<file path="config.mk">
export PLATFORM = sky130hd
export DESIGN_NAME = id_ex_stage_reg
export DESIGN_NICKNAME = d
export VERILOG_FILES = /design/src/rtl/id_ex_stage_reg_pkg.sv /design/src/rtl/ex_forward_detect.sv /design/src/rtl/id_ex_stage_reg.sv
export SDC_FILE = /design/constraint.sdc
export NUM_CORES = 1
export LEC_CHECK = 0
export ABC_AREA = 0
export BUFFER_PORTS_ARGS = -buffer_cell sky130_fd_sc_hd__buf_2
export CELL_PAD_IN_SITES_DETAIL_PLACEMENT = 0
export CELL_PAD_IN_SITES_GLOBAL_PLACEMENT = 1
export CORE_MARGIN = 5
export CORE_UTILIZATION = 35
export CTS_CLUSTER_SIZE = 25
export DETAILED_ROUTE_END_ITERATION = 8
export GPL_ROUTABILITY_DRIVEN = 1
export GPL_TIMING_DRIVEN = 0
export PLACE_DENSITY = 0.95
export SKIP_LAST_GASP = 1
export SLEW_MARGIN = 20
export SYNTH_ARGS = -nofsm -noshare
export SYNTH_HDL_FRONTEND = slang
export SYNTH_SLANG_ARGS = --single-unit
</file>
<file path="constraint.sdc">
create_clock -name clk -period 2.9 [get_ports clk]
set_input_delay 0 -clock clk [delete_from_list [all_inputs] [get_ports clk]]
set_output_delay 0 -clock clk [all_outputs]
set_load 0.1 [all_outputs]
</file>
<file path="src/rtl/id_ex_stage_reg_pkg.sv">
// rtl/id_ex_stage_reg_pkg.sv - shared forwarding indices, ALU select codes and ALU opcodes
package id_ex_stage_reg_pkg;

   // Bit positions inside the 3-bit one-hot forwarding select.
   localparam int FORWARD_NO_COLLISION     = 0;
   localparam int FORWARD_COLLISION_IN_MEM = 1;
   localparam int FORWARD_COLLISION_IN_WB  = 2;
   localparam int FWD_W                    = 3;

   // EX operand A select codes; both 2 and 3 select zero.
   localparam logic [1:0] ALU_SEL_RS1_REG  = 2'd0;
   localparam logic [1:0] ALU_SEL_RS1_PC   = 2'd1;
   localparam logic [1:0] ALU_SEL_RS1_ZERO = 2'd2;

   // EX operand B select codes.
   localparam logic ALU_SEL_RS2_REG = 1'b0;
   localparam logic ALU_SEL_RS2_IMM = 1'b1;

   // ALU opcodes carried through alu_ctrl.
   typedef enum logic [3:0] {
      ALU_ADD    = 4'd0,
      ALU_SUB    = 4'd1,
      ALU_SLL    = 4'd2,
      ALU_SLT    = 4'd3,
      ALU_SLTU   = 4'd4,
      ALU_XOR    = 4'd5,
      ALU_SRL    = 4'd6,
      ALU_SRA    = 4'd7,
      ALU_OR     = 4'd8,
      ALU_AND    = 4'd9,
      ALU_PASS_B = 4'd10
   } alu_ctrl_e;

endpackage

</file>
<file path="src/rtl/ex_forward_detect.sv">
// rtl/ex_forward_detect.sv - one-hot EX forwarding select for a single source register
module ex_forward_detect
   import id_ex_stage_reg_pkg::*;
#(
   parameter int REG_ADDR_W = 5
) (
   input  logic [REG_ADDR_W-1:0] rs_i,
   input  logic [REG_ADDR_W-1:0] rd_ex_mem_i,
   input  logic                  reg_write_ex_mem_i,
   input  logic [REG_ADDR_W-1:0] rd_mem_wb_i,
   input  logic                  reg_write_mem_wb_i,
   output logic [FWD_W-1:0]      forward_o
);

   // Youngest producer (EX/MEM) wins over MEM/WB; x0 never forwards.
   always_comb begin
      forward_o = '0;
      if ((rs_i != '0) && reg_write_ex_mem_i && (rd_ex_mem_i == rs_i)) begin
         forward_o[FORWARD_COLLISION_IN_MEM] = 1'b1;
      end else if ((rs_i != '0) && reg_write_mem_wb_i && (rd_mem_wb_i == rs_i)) begin
         forward_o[FORWARD_COLLISION_IN_WB] = 1'b1;
      end else begin
         forward_o[FORWARD_NO_COLLISION] = 1'b1;
      end
   end

endmodule

</file>
<file path="src/rtl/id_ex_stage_reg.sv">
// rtl/id_ex_stage_reg.sv - ID/EX pipeline register with load-use bubble and forwarding selects
module id_ex_stage_reg
   import id_ex_stage_reg_pkg::*;
#(
   parameter int DATA_WIDTH = 32,
   parameter int REG_ADDR_W = 5
) (
   input  logic                  clk,
   input  logic                  rst_n,
   input  logic                  stall_ID_EX,
   input  logic                  flush_ID_EX,
   input  logic                  valid_ID,
   input  logic [DATA_WIDTH-1:0] PC_ID,
   input  logic [DATA_WIDTH-1:0] RD1D_ID,
   input  logic [DATA_WIDTH-1:0] RD2D_ID,
   input  logic [DATA_WIDTH-1:0] imm_ID,
   input  logic [REG_ADDR_W-1:0] rs1_ID,
   input  logic [REG_ADDR_W-1:0] rs2_ID,
   input  logic [REG_ADDR_W-1:0] rd_ID,
   input  logic [1:0]            alu_sel_rs1_ID,
   input  logic                  alu_sel_rs2_ID,
   input  logic [3:0]            alu_ctrl_ID,
   input  logic                  reg_write_ID,
   input  logic                  mem_read_ID,
   input  logic                  mem_write_ID,
   input  logic                  branch_ID,
   input  logic                  jump_ID,
   input  logic [1:0]            result_src_ID,
   output logic [DATA_WIDTH-1:0] PC_ID_EX_o,
   output logic [DATA_WIDTH-1:0] RD1D_ID_EX_o,
   output logic [DATA_WIDTH-1:0] RD2D_ID_EX_o,
   output logic [DATA_WIDTH-1:0] imm_ID_EX_o,
   output logic [REG_ADDR_W-1:0] rs1_ID_EX_o,
   output logic [REG_ADDR_W-1:0] rs2_ID_EX_o,
   output logic [REG_ADDR_W-1:0] rd_ID_EX_o,
   output logic [1:0]            alu_sel_rs1_ID_EX_o,
   output logic                  alu_sel_rs2_ID_EX_o,
   output logic [3:0]            alu_ctrl_ID_EX_o,
   output logic                  reg_write_ID_EX_o,
   output logic                  mem_read_ID_EX_o,
   output logic                  mem_write_ID_EX_o,
   output logic                  branch_ID_EX_o,
   output logic                  jump_ID_EX_o,
   output logic [1:0]            result_src_ID_EX_o,
   output logic                  valid_ID_EX_o,
   input  logic [REG_ADDR_W-1:0] rd_EX_MEM,
   input  logic                  reg_write_EX_MEM,
   input  logic [REG_ADDR_W-1:0] rd_MEM_WB,
   input  logic                  reg_write_MEM_WB,
   output logic [FWD_W-1:0]      forward_detect_EX_rs1,
   output logic [FWD_W-1:0]      forward_detect_EX_rs2,
   output logic                  load_use_hazard
);

   typedef struct packed {
      logic                  valid;
      logic [DATA_WIDTH-1:0] pc;
      logic [DATA_WIDTH-1:0] rd1d;
      logic [DATA_WIDTH-1:0] rd2d;
      logic [DATA_WIDTH-1:0] imm;
      logic [REG_ADDR_W-1:0] rs1;
      logic [REG_ADDR_W-1:0] rs2;
      logic [REG_ADDR_W-1:0] rd;
      logic [1:0]            alu_sel_rs1;
      logic                  alu_sel_rs2;
      logic [3:0]            alu_ctrl;
      logic                  reg_write;
      logic                  mem_read;
      logic                  mem_write;
      logic                  branch;
      logic                  jump;
      logic [1:0]            result_src;
   } id_ex_t;

   id_ex_t id_in;
   id_ex_t ex_q;
   id_ex_t ex_d;

   // Gather the ID-stage fields into one bundle so a bubble is simply all zeros.
   always_comb begin
      id_in             = '0;
      id_in.valid       = valid_ID;
      id_in.pc          = PC_ID;
      id_in.rd1d        = RD1D_ID;
      id_in.rd2d        = RD2D_ID;
      id_in.imm         = imm_ID;
      id_in.rs1         = rs1_ID;
      id_in.rs2         = rs2_ID;
      id_in.rd          = rd_ID;
      id_in.alu_sel_rs1 = alu_sel_rs1_ID;
      id_in.alu_sel_rs2 = alu_sel_rs2_ID;
      id_in.alu_ctrl    = alu_ctrl_ID;
      id_in.reg_write   = reg_write_ID;
      id_in.mem_read    = mem_read_ID;
      id_in.mem_write   = mem_write_ID;
      id_in.branch      = branch_ID;
      id_in.jump        = jump_ID;
      id_in.result_src  = result_src_ID;
   end

   // A load in EX whose destination is read by the ID instruction cannot be forwarded in time.
   always_comb begin
      load_use_hazard = valid_ID && ex_q.mem_read && (ex_q.rd != '0) &&
                        ((ex_q.rd == rs1_ID) || (ex_q.rd == rs2_ID));
   end

   // Next state: flush beats stall, stall beats the self-inserted load-use bubble.
   always_comb begin
      ex_d = id_in;
      if (flush_ID_EX) begin
         ex_d = '0;
      end else if (stall_ID_EX) begin
         ex_d = ex_q;
      end else if (load_use_hazard) begin
         ex_d = '0;
      end
   end

   // Pipeline register with synchronous active-low reset.
   always_ff @(posedge clk) begin
      if (!rst_n) begin
         ex_q <= '0;
      end else begin
         ex_q <= ex_d;
      end
   end

   assign PC_ID_EX_o          = ex_q.pc;
   assign RD1D_ID_EX_o        = ex_q.rd1d;
   assign RD2D_ID_EX_o        = ex_q.rd2d;
   assign imm_ID_EX_o         = ex_q.imm;
   assign rs1_ID_EX_o         = ex_q.rs1;
   assign rs2_ID_EX_o         = ex_q.rs2;
   assign rd_ID_EX_o          = ex_q.rd;
   assign alu_sel_rs1_ID_EX_o = ex_q.alu_sel_rs1;
   assign alu_sel_rs2_ID_EX_o = ex_q.alu_sel_rs2;
   assign alu_ctrl_ID_EX_o    = ex_q.alu_ctrl;
   assign reg_write_ID_EX_o   = ex_q.reg_write;
   assign mem_read_ID_EX_o    = ex_q.mem_read;
   assign mem_write_ID_EX_o   = ex_q.mem_write;
   assign branch_ID_EX_o      = ex_q.branch;
   assign jump_ID_EX_o        = ex_q.jump;
   assign result_src_ID_EX_o  = ex_q.result_src;
   assign valid_ID_EX_o       = ex_q.valid;

   ex_forward_detect #(.REG_ADDR_W(REG_ADDR_W)) u_fwd_rs1 (
      .rs_i               (ex_q.rs1),
      .rd_ex_mem_i        (rd_EX_MEM),
      .reg_write_ex_mem_i (reg_write_EX_MEM),
      .rd_mem_wb_i        (rd_MEM_WB),
      .reg_write_mem_wb_i (reg_write_MEM_WB),
      .forward_o          (forward_detect_EX_rs1)
   );

   ex_forward_detect #(.REG_ADDR_W(REG_ADDR_W)) u_fwd_rs2 (
      .rs_i               (ex_q.rs2),
      .rd_ex_mem_i        (rd_EX_MEM),
      .reg_write_ex_mem_i (reg_write_EX_MEM),
      .rd_mem_wb_i        (rd_MEM_WB),
      .reg_write_mem_wb_i (reg_write_MEM_WB),
      .forward_o          (forward_detect_EX_rs2)
   );

endmodule

</file>
==> flow_metrics.env <==
export IMPL_synth_top_area_share_pct=46.9
export IMPL_yosysTopAreaCell="dfxtp_1"
export IMPL_ys_seq_area_share_pct=46.9
export IMPL_yosys_warnings=0
export IMPL_grt_pass1_vias=8351
export IMPL_fmax_mhz=396
export IMPL_start_kind="flop"
export IMPL_min_period_over_period_pct=87.2
export IMPL_setup_viol=0
export IMPL_first_pass_iters=5
export IMPL_design_area_um2=11000
export IMPL_syn_to_final_growth_pct=63.2
export IMPL_clock_sinks=158
export IMPL_antenna_found_initial=0
export IMPL_vias=8462
export IMPL_vias_per_cell=5.41
export IMPL_leakage_nw=4.61
export IMPL_power_density_nw_per_um2=605
export IMPL_tns_ns=0
export IMPL_synth_commonest_cells="160 x nand2_1, 158 x a32oi_1, 158 x dfxtp_1, 109 x o21ai_1, 66 x clkbuf_1"
export IMPL_worstHoldStart="RD2D_ID[15]"
export IMPL_core_area_um2=18800
export IMPL_worstPathMaxFanout=10
export IMPL_numPortBuffers=338
export IMPL_cts_root_buffer="clkbuf_16"
export IMPL_syn_area_per_cell_um2=8.68
export IMPL_drt_iter0_drc=488
export IMPL_drive_gt1_share_pct=31.3
export IMPL_grt_max_degree=17
export IMPL_fin_hold_ws_ns=0.362
export IMPL_ir_worst_vdd_v=0.000425
export IMPL_fin_ws_ns=0.372
export IMPL_cts_tree="done"
export IMPL_dieArea_um2=22100
export IMPL_cts_clk_slew_worst_paths_ns=0.07
export IMPL_arrival_ns=2.53
export IMPL_tightest_slew_ns=0.777
export IMPL_crit_path_end_kind="output pin"
export IMPL_ys_top_cells_by_area="dfxtp_1 47%, a32oi_1 21%, nand2_1 8.9%"
export IMPL_synthDistinctLibCells=20
export IMPL_synth_edf_count=0
export IMPL_grt_use_total_pct=24.3
export IMPL_dpl_cell_count=1374
export IMPL_fill_cells=1597
export IMPL_chipWidth_um=149
export IMPL_drv_slew=0
export IMPL_wl_per_cell_um=18.0
export IMPL_cts_made_buffers=17
export IMPL_grt_first_pass_wirelength_um=44000
export IMPL_diodes=0
export IMPL_routabilityCongestion=0.821
export IMPL_ioPinCount=339
export IMPL_rsz0062_at_grt="false"
export IMPL_final_hold_viol_count=0
export IMPL_slew_headroom_pct=48.2
export IMPL_cts_buffer_depth=2
export IMPL_wirelength_um=28100
export IMPL_status="completed"
export IMPL_drc_errors=0
export IMPL_place_area_um2=8810
export IMPL_num_rows=50
export IMPL_syn_nets=950
export IMPL_crit_start="rd_ID_EX_o[4]"
export IMPL_fin_cells=1564
export IMPL_synth_ff_type="dfxtp_1"
export IMPL_clock_latency_ns=0.42
export IMPL_worst_r2r_startpoint="rd_ID_EX_o[4]"
export IMPL_die_h_um=149
export IMPL_ys_ff_latch=158
export IMPL_finalClockSkew_ns=0.0109
export IMPL_syn_area_um2=6740
export IMPL_place_ws_ns=0.418
export IMPL_dp_hpwl_um=19000
export IMPL_grt_ovfl_total=0
export IMPL_min_period_ns=2.53
export IMPL_drv_cap=0
export IMPL_final_nets=1465
export IMPL_start_util_pct=35.8
export IMPL_postRouteAntennaNets=0
export IMPL_crit_type="flop to output pin"
export IMPL_hold_class="input pin to flop"
export IMPL_yosysMostFrequentCell="nand2_1"
export IMPL_required_ns=2.90
export IMPL_post_synth_inst_count=776
export IMPL_htreeDepth=4
export IMPL_ys_async_sr_fraction_pct=0
-- final timing paths --
kind,to,slack (ns),cells past startpoint
worst max-delay path,load_use_hazard,0.37,6
worst min-delay path,RD2D_ID_EX_o[15],0.36,4
worst max register to register,alu_ctrl_ID_EX_o[0],0.73,6
worst min register to register,PC_ID_EX_o[4],0.47,2
-- flip-flops by register name, indices dropped and copies added, names as in the netlist, 2 cells and up --
| signal | flops |
|---|---|
| PC_ID_EX_o | 32 |
| RD1D_ID_EX_o | 32 |
| RD2D_ID_EX_o | 32 |
| alu_ctrl_ID_EX_o | 4 |
| alu_sel_rs1_ID_EX_o | 2 |
| imm_ID_EX_o | 32 |
| rd_ID_EX_o | 5 |
| result_src_ID_EX_o | 2 |
| rs1_ID_EX_o | 5 |
| rs2_ID_EX_o | 5 |
-- layer usage --
layer	part of all wire, %	global-route usage [%]	vias up
li1	-	-	3980
met1	40	29.3	4026
met2	50	41.8	389
met3	7.0	4.98	67
met4	3.6	10.8	0
met5	0	0	-
-- layout make-up --
class | instances | area (um^2) | area share [%]
sequential | 158 | 3180 | 28.9
buffer | 87 | 383 | 3.48
tap | 260 | 325 | 2.96
clock inverter | 14 | 158 | 1.43
multi-input combinational | 531 | 3240 | 29.5
timing repair buffer | 496 | 3270 | 29.8
clock buffer | 18 | 439 | 3.99
-- power breakdown --
part           internal [mW]  switching (mW)
Combinational          0.465            1.48
Sequential              2.32          0.0966
Clock                   1.31           0.984
Total                   4.09            2.56
-- worst max-delay path, stage by stage, from the launching register on --
cell and delay (ns):
dfxtp_1 0.44, xnor2_1 0.17, nand3_1 0.11, o22ai_2 0.38, clkbuf_1 0.37, nor2b_2 0.21
buf_2 0.43
-- metrics by stage --
step                      power (mW)  util [%]
final                           6.65      58.4
after global routing            6.87      58.4
after CTS                       6.66      58.4
after detailed placement        4.21      46.8
after global placement          4.20      46.8
after floorplan                 3.78         -
-- cell families after synthesis --
| kind of cell | count (synthesis) | share of synthesized area [%] |
|---|---|---|
| XOR/XNOR | 30 | 3.90 |
| AND/OR/NAND/NOR | 183 | 10.9 |
| buffers and inverters | 87 | 5.68 |
| flip-flops | 158 | 46.9 |
| AO/OA/AOI/OAI | 318 | 32.6 |
-- timing repair --
| action | in CTS | in global routing |
|---|---|---|
| gates resized for setup | 0 | 1 |
| setup buffers | 0 | 0 |
| hold buffers | 158 | 0 |
| endpoints found under the setup margin | 0 | 1 |
| endpoints found under the hold margin | 158 | 0 |
-- layout by cell type, fill, tap and decap left out --
cell           instances
a32oi_1              158
and2_1                 1
buf_1                  2
buf_2                344
buf_4                 13
bufinv_16              2
clkbuf_1              66
clkbuf_16             17
clkbuf_8               1
clkinv_2               2
clkinv_4               4
clkinvlp_4             2
dfxtp_1              148
dfxtp_2               10
dlygate4sd3_1        158
inv_6                  3
inv_8                  1
nand2_1              160
nand3_1                2
nand4_1                4
nor2_1                 2
nor2_2                 2
nor2b_1                2
nor2b_2                3
nor4_1                 2
nor4_4                 2
o211ai_2               1
o21ai_0               49
o21ai_1              109
o22ai_2                1
or4_1                  3
xnor2_1               22
xor2_1                 8
Power figures use the tool's default switching activity.
